--- src/rtl/prot_sequencer.sv ---
// rtl/prot_sequencer.sv - per-channel comparator debounce and relay arm/trip/cooldown/lockout sequencer; PROT_AUTO_RETRY_EN enables bounded auto-retry
module prot_sequencer #(
    parameter int NCH          = 2,
    parameter int ARM_CYCLES   = 108,
    parameter int DEBOUNCE     = 3,
    parameter int RETRY_CYCLES = 540,
    parameter int MAX_RETRIES  = 3
) (
    input  logic           clk,
    input  logic           rst,
    input  logic           por_done,
    input  logic [NCH-1:0] vin_too_high,
    input  logic [NCH-1:0] vin_not_negative,
    input  logic           fault_clear,
    output logic [NCH-1:0] relay_en,
    output logic [NCH-1:0] lockout,
    output logic [NCH-1:0] vhi_flag,
    output logic [NCH-1:0] vlo_flag,
    output logic           ok_led_en,
    output logic           fault_led_en
);

    typedef enum logic [2:0] {
        ST_ARMING   = 3'd0,
        ST_ON       = 3'd1,
        ST_TRIPPED  = 3'd2,
        ST_COOLDOWN = 3'd3,
        ST_LOCKOUT  = 3'd4
    } state_t;

    localparam int BAD_W = $clog2(DEBOUNCE + 1);
    localparam int ARM_W = $clog2(ARM_CYCLES + 1);
`ifdef PROT_AUTO_RETRY_EN
    localparam int TMR_W = $clog2(RETRY_CYCLES + 1);
    localparam int RTY_W = $clog2(MAX_RETRIES + 1);
`endif

    logic [NCH-1:0] on_nxt;
    logic [NCH-1:0] lock_nxt;
    logic [NCH-1:0] fault_nxt;
    logic [NCH-1:0] vhi_nxt;
    logic [NCH-1:0] vlo_nxt;

    if (NCH < 1 || NCH > 8 || ARM_CYCLES < 1 || DEBOUNCE < 1 ||
        RETRY_CYCLES < 1 || MAX_RETRIES < 1) begin : g_bad_cfg
        $error("prot_sequencer: illegal parameter set");
    end

    for (genvar i = 0; i < NCH; i++) begin : g_ch
        logic [1:0]       hi_sync;
        logic [1:0]       nn_sync;
        logic             hi_s;
        logic             nn_s;
        logic             bad_s;
        logic             trip;
        logic             armed;
        logic [BAD_W-1:0] bad_cnt;
        logic [ARM_W-1:0] arm_cnt;
        state_t           state;
        state_t           state_nxt;
        logic             ch_on;
        logic             ch_lock;
        logic             ch_fault;
        logic             ch_vhi;
        logic             ch_vlo;
`ifdef PROT_AUTO_RETRY_EN
        logic [TMR_W-1:0] timer;
        logic [RTY_W-1:0] retry_cnt;
        logic [RTY_W-1:0] retry_inc;
        logic             timer_done;
`endif

        assign hi_s  = hi_sync[1];
        assign nn_s  = nn_sync[1];
        assign bad_s = hi_s | ~nn_s;
        assign trip  = bad_s && (bad_cnt == BAD_W'(DEBOUNCE - 1));
        assign armed = !bad_s && (arm_cnt == ARM_W'(ARM_CYCLES - 1));
`ifdef PROT_AUTO_RETRY_EN
        assign timer_done = (timer == TMR_W'(RETRY_CYCLES - 1));
        assign retry_inc  = (retry_cnt == RTY_W'(MAX_RETRIES)) ? retry_cnt : retry_cnt + 1'b1;
`endif

        // Synchronisers run free of por_done so inputs are settled when it rises.
        always_ff @(posedge clk or posedge rst) begin
            if (rst) begin
                hi_sync <= 2'b00;
                nn_sync <= 2'b00;
            end else begin
                hi_sync <= {hi_sync[0], vin_too_high[i]};
                nn_sync <= {nn_sync[0], vin_not_negative[i]};
            end
        end

        always_ff @(posedge clk or posedge rst) begin
            if (rst) begin
                state <= ST_ARMING;
            end else begin
                state <= state_nxt;
            end
        end

        always_comb begin
            state_nxt = state;
            if (!por_done) begin
                state_nxt = ST_ARMING;
            end else begin
                case (state)
                    ST_ARMING:   if (armed) state_nxt = ST_ON;
                    ST_ON:       if (trip) state_nxt = ST_TRIPPED;
`ifdef PROT_AUTO_RETRY_EN
                    ST_TRIPPED:  state_nxt = (retry_inc == RTY_W'(MAX_RETRIES)) ? ST_LOCKOUT : ST_COOLDOWN;
                    ST_COOLDOWN: if (timer_done) state_nxt = ST_ARMING;
`else
                    ST_TRIPPED:  state_nxt = ST_LOCKOUT;
                    ST_COOLDOWN: state_nxt = ST_ARMING;
`endif
                    ST_LOCKOUT:  if (fault_clear) state_nxt = ST_ARMING;
                    default:     state_nxt = ST_ARMING;
                endcase
            end
        end

        always_ff @(posedge clk or posedge rst) begin
            if (rst) begin
                bad_cnt   <= '0;
                arm_cnt   <= '0;
`ifdef PROT_AUTO_RETRY_EN
                timer     <= '0;
                retry_cnt <= '0;
`endif
            end else if (!por_done) begin
                bad_cnt   <= '0;
                arm_cnt   <= '0;
`ifdef PROT_AUTO_RETRY_EN
                timer     <= '0;
                retry_cnt <= '0;
`endif
            end else begin
                if (!bad_s) begin
                    bad_cnt <= '0;
                end else if (bad_cnt != BAD_W'(DEBOUNCE)) begin
                    bad_cnt <= bad_cnt + 1'b1;
                end

                if (state == ST_ARMING && state_nxt == ST_ARMING && !bad_s) begin
                    if (arm_cnt != ARM_W'(ARM_CYCLES)) arm_cnt <= arm_cnt + 1'b1;
                end else begin
                    arm_cnt <= '0;
                end
`ifdef PROT_AUTO_RETRY_EN
                // One timer serves both the ON age and the cooldown length.
                if (state_nxt == state && (state == ST_ON || state == ST_COOLDOWN)) begin
                    if (timer != TMR_W'(RETRY_CYCLES)) timer <= timer + 1'b1;
                end else begin
                    timer <= '0;
                end

                if (state == ST_TRIPPED) begin
                    retry_cnt <= retry_inc;
                end else if (state == ST_LOCKOUT && fault_clear) begin
                    retry_cnt <= '0;
                end else if (state == ST_ON && state_nxt == ST_ON && timer_done) begin
                    retry_cnt <= '0;
                end
`endif
            end
        end

        always_comb begin
            ch_on    = (state_nxt == ST_ON);
            ch_lock  = (state_nxt == ST_LOCKOUT);
            ch_fault = (state_nxt == ST_TRIPPED) || (state_nxt == ST_COOLDOWN) ||
                       (state_nxt == ST_LOCKOUT);
            ch_vhi   = vhi_flag[i];
            ch_vlo   = vlo_flag[i];
            // A trip capture outranks a coincident fault_clear.
            if (!por_done) begin
                ch_vhi = 1'b0;
                ch_vlo = 1'b0;
            end else if (state == ST_ON && trip) begin
                ch_vhi = hi_s;
                ch_vlo = ~nn_s;
            end else if (fault_clear) begin
                ch_vhi = 1'b0;
                ch_vlo = 1'b0;
            end
        end

        assign on_nxt[i]    = ch_on;
        assign lock_nxt[i]  = ch_lock;
        assign fault_nxt[i] = ch_fault;
        assign vhi_nxt[i]   = ch_vhi;
        assign vlo_nxt[i]   = ch_vlo;
    end

    always_ff @(posedge clk or posedge rst) begin
        if (rst) begin
            relay_en     <= '0;
            lockout      <= '0;
            vhi_flag     <= '0;
            vlo_flag     <= '0;
            ok_led_en    <= 1'b0;
            fault_led_en <= 1'b0;
        end else begin
            relay_en     <= on_nxt;
            lockout      <= lock_nxt;
            vhi_flag     <= vhi_nxt;
            vlo_flag     <= vlo_nxt;
            ok_led_en    <= &on_nxt;
            fault_led_en <= |fault_nxt;
        end
    end

endmodule
--- config.mk ---
export PLATFORM = sky130hd
export DESIGN_NAME = prot_sequencer
export DESIGN_NICKNAME = d
export VERILOG_FILES = /design/src/rtl/prot_sequencer.sv
export SDC_FILE = /design/constraint.sdc
export NUM_CORES = 1
export LEC_CHECK = 0
export ABC_AREA = 1
export ABC_CLOCK_PERIOD_IN_PS = 3700
export CAP_MARGIN = 0
export CORE_UTILIZATION = 55
export CTS_CLUSTER_SIZE = 14
export DETAILED_ROUTE_END_ITERATION = 16
export PLACE_DENSITY = 0.77
export RECOVER_POWER = 25
export SETUP_SLACK_MARGIN = 0.15
export SLEW_MARGIN = 30
export SYNTH_ARGS = -nofsm -noshare
export SYNTH_HDL_FRONTEND = slang
export SYNTH_SLANG_ARGS = --single-unit
--- constraint.sdc ---
create_clock -name clk -period 3.7 [get_ports clk]
set_input_delay 0.74 -clock clk [delete_from_list [all_inputs] [get_ports clk]]
set_output_delay 0.74 -clock clk [all_outputs]
set_load 0.1 [all_outputs]
==> metrics.md <==
| Metric | Value |
|---|---|
| Mapped cell area | `0.00190 mm^2` |
| Post-DP HPWL | `between 2000 and 2500 um` |
| CTS clk-pin slew, worst paths | `roughly 0.10 ns` |
| Synth top area cells | `dfrtp_1 (55%), inv_1 (7.1%), nor2_1 (5.5%)` |
| Die footprint | `roughly 0.0037 mm^2` |
| Post-synth EDFFs | `0` |
| Hold WS | `0.361 ns` |
| Slew HR | `-0.410` |
| Storage cell area | `0.00105 mm^2` |
| RSZ-0062 raised after global routing | `false` |
| Max-slew violations | `between 40 and 50` |
| Status | `complete, but fails checks` |
| Htree depth | `2` |
| Reg2Reg Setup Slack | `~2.2 ns` |
| Worst Path Class, Setup | `input port to async pin` |
| CP Capture Type | `async pin` |
| I/O Pins | `18` |
| Dpl ws | `about 1.5 ns` |
| CTS root buf | `clkbuf_4` |
| Core footprint | `~0.0032 mm^2` |
| Util after Layout | `0.693` |
| Cells after synthesis | `between 200 and 250` |
| Vias | `around 1,300` |
| Total Wirelength | `~3200 um` |
| Number of antenna diodes | `0` |
| Final WS setup | `1.04 ns` |
| DR vias/cell | `between 4 and 5` |
| Setup violators final | `0` |
| Layout area overhead | `15.7%` |
| Critical Path RT | `about 3.7 ns` |
| Max Fclk | `approximately 0.38 GHz` |
| Initial antenna violation count | `0` |
| DIE WIDTH | `~60 um` |
| Grt ovf | `0` |
| Most common flop cell mapped by yosys | `dfrtp_1` |
| Clock Sinks | `42` |
| Ys Warns | `0` |
| Global-route wire length before repair | `between 5000 and 6000 um` |
| PD cells | `about 360 mW/mm^2` |
| Final ANT Viol Nets | `0` |
| Drt wl/cell | `~12 um` |
| Syn nets | `roughly 220` |
| Vert. Die Dim | `approximately 61 um` |
| Setup repair bufs after CTS | `0` |
| Max clock buf depth | `2` |
| Worst Tran Pin Value | `2.12 ns` |
| Syn Area/Cell | `~9.4 um^2` |
| Worst hold path class | `flop to flop` |
| Startpoint class of the critical path | `input port` |
| Drt pass-1 iters | `4` |
| Clk_lat worst skew | `0.35 ns` |
| Violated checks | `capacitance limit, slew limit` |
| Crit-path max FO | `42` |
| Largest net degree at the start of global routing | `43` |
| IO buf count | `17` |
| Yosys top cell by area | `dfrtp_1` |
| Yosys cell types | `27` |
| Final Hold Fails | `0` |
| Final clock period utilization by the worst path | `0.719` |
| Hold Path Origin | `g_ch[0].nn_sync[0]` |
| Setup_tns | `0 ns` |
| Number of remaining DRC errors | `0` |
| Worst setup path startpoint | `rst` |
| Multi-input gate area in the final layout | `701 um^2` |
| CTS resizes | `0` |
| Total GRT Usage | `0.206` |
| Arrival @ worst endpoint | `~2.7 ns` |
| Vias in the first global route | `between 1,000 and 1,500` |
| Layout filler cell count | `about 240` |
| Share of the synthesized area in the top cell type | `0.552` |
| Post-synthesis sequential area ratio | `0.552` |
| CTS tree | `built` |
| Max-cap violations | `1` |
| Initial DRC count | `45` |
| Routability Congestion | `~0.77` |
| Worst vdd ir | `between 0.2 and 0.3 mV` |
| Num CTS Buffers | `5` |
| Starting Density | `0.599` |
| Reg2Reg Launch Point | `g_ch[1].bad_cnt[0]` |
| Post-synth top cells | `dfrtp_1 (42), inv_1 (36), nor2_1 (28), nand2_1 (26), nand3_1 (13)` |
| Minimum clock period | `around 2.7 ns` |
| Cell with the most instances after synthesis | `dfrtp_1` |
| Row cnt | `20` |
| Hold Buf Count CTS | `0` |
| Seq cells post-synth | `between 40 and 50` |
| Worst Skew | `0.0169 ns` |
| FFs w/ async S/R, synth | `1.00` |
| P_leak | `1.11 nW` |
| Layout net count | `between 200 and 250` |
| Final total power | `0.802 mW` |
| Share of cells above drive strength 1 | `0.106` |
## cells in the final DEF (no fill, tap or decap)
cell	n
nor2_2	3
inv_1	36
xor2_1	8
o21ai_1	2
o22ai_1	4
a21oi_1	3
dfrtp_1	42
xnor2_1	1
nor2_1	28
nor3_2	1
nand4_2	1
ha_1	8
nor2_4	1
clkbuf_4	5
bufinv_16	1
o21ai_2	1
nand2_1	26
nand2_2	4
nor3b_2	1
clkdlybuf4s50_1	13
nand4_1	6
o21ai_0	4
a21boi_0	1
nand3_2	1
nor3_1	1
dlygate4sd3_1	4
clkbuf_1	3
nor3_4	1
inv_2	3
a31o_2	1
nand3_1	13
## final timing paths
kind	endpoint	cells past startpoint
min reg2reg	g_ch[0].nn_sync[1]	0
max reg2reg	vhi_flag[1]	5
max	g_ch[0].arm_cnt[0]	3
max in group clk	vlo_flag[1]	1
min	g_ch[0].nn_sync[1]	0
min in group asynchronous	g_ch[1].arm_cnt[4]	3
## layout make-up
| cell class | count | area share |
|---|---|---|
| Inverter | 39 | 0.0665 |
| Clock buffer | 7 | 0.0205 |
| Multi-Input combinational cell | 120 | 0.318 |
| Clock inverter | 1 | 0.0136 |
| Timing Repair Buffer | 18 | 0.0790 |
| Sequential cell | 42 | 0.477 |
| Tap cell | 44 | 0.0250 |
## through the flow
step,area (um^2),std cells
after floorplan,1900,202
after global placement,2130,263
after detailed placement,2130,263
after CTS,2210,271
after global routing,2200,271
final,2200,271
## power by group
part	total [mW]	internal [mW]	leakage (nW)	switching (mW)
clock	0.279	0.143	0.0395	0.136
sequential	0.475	0.468	0.564	0.00697
combinational	0.0472	0.0181	0.504	0.0291
total	0.802	0.630	1.11	0.172
## state kept, by name, summed over array words and instances, names as in the netlist, 2 cells and up
signal        flops
lockout           2
g_ch.arm_cnt     14
relay_en          2
g_ch.bad_cnt      4
g_ch.state        6
g_ch.hi_sync      4
g_ch.nn_sync      4
vhi_flag          2
vlo_flag          2
## worst max-delay path, stage by stage
cell and delay (ns):
clkdlybuf4s50_1 0.39, inv_1 0.05, clkbuf_1 1.51
## kinds of logic (layout without fill, tap and decap cells)
kind of cell / Yosys count / after routing / share of synthesized area
DFF: 42 / 42 / 0.552
buffers and inverters: 40 / 65 / 0.0796
adders and majority gates: 8 / 8 / 0.0526
AOI/OAI and AO/OA: 16 / 16 / 0.0500
and+or+nand+nor: 87 / 87 / 0.224
xor gates and xnor gates: 9 / 9 / 0.0414
## routing by layer
metal	part of all wire	track usage
met5	0	0
met4	0.018	0.0877
met3	0.042	0.0682
met2	0.50	0.341
met1	0.44	0.249
No activity file was read; power rests on OpenSTA's default activity.
